File: src/rtl/leaf_pkg.sv
// Shared types and constants for the leaf pair arbiter: flit format, arbiter
// states and the saturating drop-counter helper.
package leaf_pkg;

    localparam int FLIT_W    = 49;
    localparam int VALID_BIT = 48;
    localparam int DROP_W    = 8;

    typedef logic [FLIT_W-1:0] flit_t;

    typedef enum logic [1:0] {
        IDLE   = 2'd0,
        GRANT0 = 2'd1,
        GRANT1 = 2'd2
    } arb_state_e;

    localparam flit_t VALID_MASK = flit_t'(1) << VALID_BIT;

    function automatic logic [DROP_W-1:0] sat_inc(input logic [DROP_W-1:0] v);
        return (v == {DROP_W{1'b1}}) ? v : v + 1'b1;
    endfunction

endpackage

File: src/rtl/leaf_flit_fifo.sv
// Synchronous flit FIFO with a combinational head. A write on a full FIFO is
// only issued by the parent together with a read, so the freed slot is reused.
module leaf_flit_fifo
    import leaf_pkg::*;
#(
    parameter int DEPTH = 8
) (
    input  logic                    clk,
    input  logic                    reset_n,
    input  logic                    wr_en_i,
    input  logic [FLIT_W-1:0]       wr_data_i,
    input  logic                    rd_en_i,
    output logic [FLIT_W-1:0]       rd_data_o,
    output logic [$clog2(DEPTH):0]  count_o,
    output logic                    full_o,
    output logic                    empty_o
);

    localparam int AW = $clog2(DEPTH);
    localparam logic [AW:0] FULL_CNT = (AW+1)'(DEPTH);

    flit_t           mem_q [DEPTH];
    logic [AW-1:0]   wr_ptr_q;
    logic [AW-1:0]   rd_ptr_q;
    logic [AW:0]     count_q;
    logic [AW:0]     count_d;

    always_comb begin
        count_d = count_q;
        case ({wr_en_i, rd_en_i})
            2'b10:   count_d = count_q + 1'b1;
            2'b01:   count_d = count_q - 1'b1;
            default: count_d = count_q;
        endcase
    end

    always_ff @(posedge clk or negedge reset_n) begin
        if (!reset_n) begin
            wr_ptr_q <= '0;
            rd_ptr_q <= '0;
            count_q  <= '0;
        end else begin
            if (wr_en_i) wr_ptr_q <= wr_ptr_q + 1'b1;
            if (rd_en_i) rd_ptr_q <= rd_ptr_q + 1'b1;
            count_q <= count_d;
        end
    end

    // Storage carries data only, so it is left out of reset.
    always_ff @(posedge clk) begin
        if (wr_en_i) mem_q[wr_ptr_q] <= wr_data_i;
    end

    assign rd_data_o = mem_q[rd_ptr_q];
    assign count_o   = count_q;
    assign full_o    = (count_q == FULL_CNT);
    assign empty_o   = (count_q == '0);

endmodule

File: src/rtl/leaf_pair_arbiter.sv
// Merges the flit streams of two leaf pages onto one BFT leaf port with
// round-robin arbitration, per-page FIFOs, hold/resend back-pressure and fan-out.
module leaf_pair_arbiter
    import leaf_pkg::*;
#(
    parameter int DEPTH     = 8,
    parameter int AF_MARGIN = 2
) (
    input  logic                clk,
    input  logic                reset_n,
    input  logic [FLIT_W-1:0]   din_leaf_bft2interface,
    output logic [FLIT_W-1:0]   dout_leaf_interface2bft,
    input  logic                bft_ready,
    output logic [FLIT_W-1:0]   din_leaf_bft2interface_0,
    output logic [FLIT_W-1:0]   din_leaf_bft2interface_1,
    input  logic [FLIT_W-1:0]   dout_leaf_interface2bft_0,
    input  logic [FLIT_W-1:0]   dout_leaf_interface2bft_1,
    output logic                hold_0,
    output logic                hold_1,
    output logic                resend_0,
    output logic                resend_1,
    output logic [DROP_W-1:0]   drop_cnt_0,
    output logic [DROP_W-1:0]   drop_cnt_1
);

    localparam int CW = $clog2(DEPTH) + 1;
    localparam logic [CW-1:0] HOLD_TH = CW'(DEPTH - AF_MARGIN);

    flit_t              head0, head1;
    logic [CW-1:0]      cnt0, cnt1, cnt0_nxt, cnt1_nxt;
    logic               full0, full1, empty0, empty1;
    logic               vld0, vld1, wr0, wr1, drop0, drop1;
    logic               pop0, pop1, prefer1;

    arb_state_e         state_q;
    logic               last_q;
    flit_t              dout_q, fan_q;
    logic               hold0_q, hold1_q, resend0_q, resend1_q;
    logic [DROP_W-1:0]  drop0_q, drop1_q;

    leaf_flit_fifo #(.DEPTH(DEPTH)) u_fifo0 (
        .clk       (clk),
        .reset_n   (reset_n),
        .wr_en_i   (wr0),
        .wr_data_i (dout_leaf_interface2bft_0),
        .rd_en_i   (pop0),
        .rd_data_o (head0),
        .count_o   (cnt0),
        .full_o    (full0),
        .empty_o   (empty0)
    );

    leaf_flit_fifo #(.DEPTH(DEPTH)) u_fifo1 (
        .clk       (clk),
        .reset_n   (reset_n),
        .wr_en_i   (wr1),
        .wr_data_i (dout_leaf_interface2bft_1),
        .rd_en_i   (pop1),
        .rd_data_o (head1),
        .count_o   (cnt1),
        .full_o    (full1),
        .empty_o   (empty1)
    );

    // Page 1 is preferred whenever page 0 was served last; after reset last = 1.
    always_comb begin
        prefer1 = (state_q == GRANT0) || ((state_q == IDLE) && !last_q);
        pop0    = 1'b0;
        pop1    = 1'b0;
        if (bft_ready) begin
            if (!empty0 && !empty1) begin
                pop1 = prefer1;
                pop0 = !prefer1;
            end else begin
                pop0 = !empty0;
                pop1 = !empty1;
            end
        end
    end

    // A pop in the same edge frees the slot a write to a full FIFO needs.
    assign vld0     = dout_leaf_interface2bft_0[VALID_BIT];
    assign vld1     = dout_leaf_interface2bft_1[VALID_BIT];
    assign wr0      = vld0 && (!full0 || pop0);
    assign wr1      = vld1 && (!full1 || pop1);
    assign drop0    = vld0 && !wr0;
    assign drop1    = vld1 && !wr1;
    assign cnt0_nxt = cnt0 + CW'(wr0) - CW'(pop0);
    assign cnt1_nxt = cnt1 + CW'(wr1) - CW'(pop1);

    always_ff @(posedge clk or negedge reset_n) begin
        if (!reset_n) begin
            state_q <= IDLE;
            last_q  <= 1'b1;
            dout_q  <= '0;
        end else if (bft_ready) begin
            if (pop0) begin
                state_q <= GRANT0;
                last_q  <= 1'b0;
                dout_q  <= head0 | VALID_MASK;
            end else if (pop1) begin
                state_q <= GRANT1;
                last_q  <= 1'b1;
                dout_q  <= head1 | VALID_MASK;
            end else begin
                state_q <= IDLE;
                dout_q  <= '0;
            end
        end
    end

    always_ff @(posedge clk or negedge reset_n) begin
        if (!reset_n) begin
            fan_q     <= '0;
            hold0_q   <= 1'b0;
            hold1_q   <= 1'b0;
            resend0_q <= 1'b0;
            resend1_q <= 1'b0;
            drop0_q   <= '0;
            drop1_q   <= '0;
        end else begin
            fan_q     <= din_leaf_bft2interface;
            hold0_q   <= (cnt0_nxt >= HOLD_TH);
            hold1_q   <= (cnt1_nxt >= HOLD_TH);
            resend0_q <= drop0;
            resend1_q <= drop1;
            if (drop0) drop0_q <= sat_inc(drop0_q);
            if (drop1) drop1_q <= sat_inc(drop1_q);
        end
    end

    assign dout_leaf_interface2bft  = dout_q;
    assign din_leaf_bft2interface_0 = fan_q;
    assign din_leaf_bft2interface_1 = fan_q;
    assign hold_0                   = hold0_q;
    assign hold_1                   = hold1_q;
    assign resend_0                 = resend0_q;
    assign resend_1                 = resend1_q;
    assign drop_cnt_0               = drop0_q;
    assign drop_cnt_1               = drop1_q;

endmodule

File: config.mk
export PLATFORM = sky130hd
export DESIGN_NAME = leaf_pair_arbiter
export DESIGN_NICKNAME = d
export VERILOG_FILES = /design/src/rtl/leaf_pkg.sv /design/src/rtl/leaf_flit_fifo.sv /design/src/rtl/leaf_pair_arbiter.sv
export SDC_FILE = /design/constraint.sdc
export NUM_CORES = 1
export LEC_CHECK = 0
export CORE_ASPECT_RATIO = 0.6
export CORE_UTILIZATION = 62
export CTS_CLUSTER_DIAMETER = 200
export DETAILED_ROUTE_END_ITERATION = 7
export PLACE_DENSITY = 0.85
export SETUP_SLACK_MARGIN = 0.4
export SLEW_MARGIN = 20
export SYNTH_ARGS = -nofsm -noshare
export SYNTH_HDL_FRONTEND = slang
export SYNTH_HIERARCHICAL = 1
export SYNTH_SLANG_ARGS = --single-unit
File: constraint.sdc
create_clock -name clk -period 9.1 [get_ports clk]
set_input_delay 1.82 -clock clk [delete_from_list [all_inputs] [get_ports clk]]
set_output_delay 1.82 -clock clk [all_outputs]
set_load 0.01 [all_outputs]
==> flow_summary.yaml <==
floorplanning:
  die_w_um: 309
  die-area_um2: 57400
  io_pins: 317
  dieHeight_um: 186
  start_util: 0.627
  rows: 67
  core-area_um2: 55700
sta:
  finalMaxSlewViolations: 0
  setup_tns_ns: 0
  hold_violations: 0
  post-route-period-util: 0.491
  rsz0062_at_grt: "false"
  max_freq_mhz: 224
  fin_skew_ns: 0.0292
  report.final.setup_viol: 0
  max_slew_margin: 0.339
  min_period_ns: 4.47
  tightestPinTransition_ns: 0.992
  whs_ns: 0.501
clock_network:
  postCtsHoldBufs: 0
  cts_buffers: 78
  clk_pin_slew_ns: 0.06
  cts_tree: "built"
  cts_num_sinks: 909
  clockRootBuffer: "clkbuf_16"
  htreeDepth: 3
  cts_setup_buffers: 0
  clockBufferDepth: 3
  clk_latency_ns: 0.63
  cts_resized: 0
worst_hold_path:
  min_path_type: "flop to flop"
layout:
  instances_no_fill: 2785
  postLayoutCoreUtil: 0.739
  fillers: 3069
  stdcell_area_um2: 41200
  nNetsFinal: 2130
  area_growth_pct: 17.8
  drive_gt1_frac: 0.234
synthesis:
  syn-num-nets: 1833
  synth_area_per_cell_um2: 21.1
  ys_warn_count: 6
  syn-instance-count: 1661
  netlist_area_um2: 35000
critical_path:
  required_ns: 9.57
  crit_type: "input port to flop"
  worstSetupEndpointType: "flop"
  crit_arrival_ns: 4.94
  crit_fanout: 58
  cp-start-kind: "input port"
grt:
  antenna_found_initial: 4
  grt_max_degree: 74
  first_global_vias: 17900
  grt_pass1_wl_mm: 111
  overflow: 0
  grt_usage: 0.267
routing:
  wirelength_mm: 75.0
  drc_errors: 0
  dr.pass1.iters: 5
  post_drt_wl_per_cell_um: 26.9
  vias: 17300
  ant_nets: 0
  drt-initial-drc-count: 1627
  viasPerCell: 6.21
placement:
  placed_area_um2: 38600
  dp_cells: 2637
  routabilityCongestion: 0.810
  dpl.hpwl_mm: 41.8
  port_buffers: 316
power_and_ir_drop:
  p_per_area_nw_per_um2: 310
  ir_drop_mv: 0.247
  leakagePower_uw: 0.0139
status:
  status: "completed"
job:
  drv_cap: 0
## cell usage in the layout (no fill, tap or decap), types with 3 or more instances in the layout
| master | count |
|---|---|
| dfrtp_1 | 134 |
| a21o_1 | 7 |
| clkinv_4 | 4 |
| a22oi_1 | 48 |
| nor2_1 | 4 |
| dfrtp_4 | 4 |
| nand2b_1 | 8 |
| clkinvlp_4 | 3 |
| o21ai_0 | 43 |
| nand2_1 | 21 |
| nand4_1 | 8 |
| xor2_1 | 13 |
| o21ai_1 | 9 |
| edfxtp_1 | 768 |
| xnor2_1 | 18 |
| mux2_2 | 105 |
| ha_1 | 20 |
| clkinv_2 | 17 |
| clkbuf_16 | 83 |
| mux4_2 | 192 |
| nor3_2 | 5 |
| bufinv_16 | 5 |
| clkinv_1 | 16 |
| nor2_4 | 12 |
| clkdlybuf4s50_1 | 314 |
| buf_4 | 27 |
| diode_2 | 4 |
| inv_1 | 68 |
| nor2b_1 | 3 |
| clkbuf_1 | 10 |
| and3_1 | 4 |
| a21oi_1 | 4 |
## layout make-up
type | instances | area (µm²) | share of cell area
diodes | 4 | 10.0 | 0.000243
clock inverters | 50 | 408 | 0.00990
repair buffers | 342 | 3360 | 0.0815
flip-flops and latches | 909 | 26600 | 0.646
inverters | 69 | 259 | 0.00629
clock buffers | 94 | 2130 | 0.0517
well taps | 759 | 950 | 0.0231
multi-input cells | 558 | 7480 | 0.181
## sequential cells by signal, indices dropped and copies added (netlist names)
| name | flops |
|---|---|
| u_fifo0/mem_q | 384 |
| u_fifo1/mem_q | 384 |
| din_leaf_bft2interface_0 | 49 |
| dout_leaf_interface2bft | 49 |
| drop_cnt_0 | 8 |
| drop_cnt_1 | 8 |
| u_fifo0/count_o | 4 |
| u_fifo1/count_o | 4 |
| u_fifo0/rd_ptr_q | 3 |
| u_fifo0/wr_ptr_q | 3 |
| u_fifo1/rd_ptr_q | 3 |
| u_fifo1/wr_ptr_q | 3 |
| state_q | 2 |
| hold_0 | 1 |
| hold_1 | 1 |
| last_q | 1 |
| resend_0 | 1 |
| resend_1 | 1 |
## per-stage QoR
step / power (µW) / setup slack (ns)
after CTS: 12900 / 4.40
after detailed placement: 9490 / 3.79
after global placement: 9320 / 3.92
after floorplan: 8190 / 2.55
after global routing: 13300 / 4.43
final: 12800 / 4.63
## report_power, final
group	switching, µW	internal, µW
Combinational	1870	1830
Sequential	492	5270
Clock	1480	1820
## routing by layer
layer / routed length (µm) / part of all wire / up-vias / global-route usage
met2: 39300 / 0.52 / 795 / 0.457
met3: 5290 / 0.071 / 122 / 0.0482
li1: - / - / 7224 / -
met4: 1830 / 0.024 / 0 / 0.0836
met1: 28600 / 0.38 / 9148 / 0.353
met5: 0 / 0 / - / 0
## critical path, stage by stage
cell and delay, ns:
buf_4 0.49, inv_2 0.13, a2111oi_4 0.37, buf_4 0.69
ha_1 0.40, or3b_1 0.40, a2111oi_0 0.42, o221ai_1 0.16
## worst paths after layout
check                      cells past startpoint                                      to  slack, ns                            from
max in group asynchronous                      2  din_leaf_bft2interface_0[36]$_DFF_PN0_       6.48                         reset_n
setup reg to reg                               8          u_fifo1/count_o[3]$_DFFE_PN0P_       5.23  u_fifo0/count_o[1]$_DFFE_PN0P_
hold / removal                                 1               drop_cnt_1[4]$_DFFE_PN0P_       0.50       drop_cnt_1[4]$_DFFE_PN0P_
hold reg to reg                                1               drop_cnt_1[4]$_DFFE_PN0P_       0.50       drop_cnt_1[4]$_DFFE_PN0P_
min in group asynchronous                      1         u_fifo1/wr_ptr_q[2]$_DFFE_PN0P_       1.23                         reset_n
setup / recovery                               8          u_fifo1/count_o[3]$_DFFE_PN0P_       4.63                       bft_ready
No activity file was read; power rests on OpenSTA's default activity.
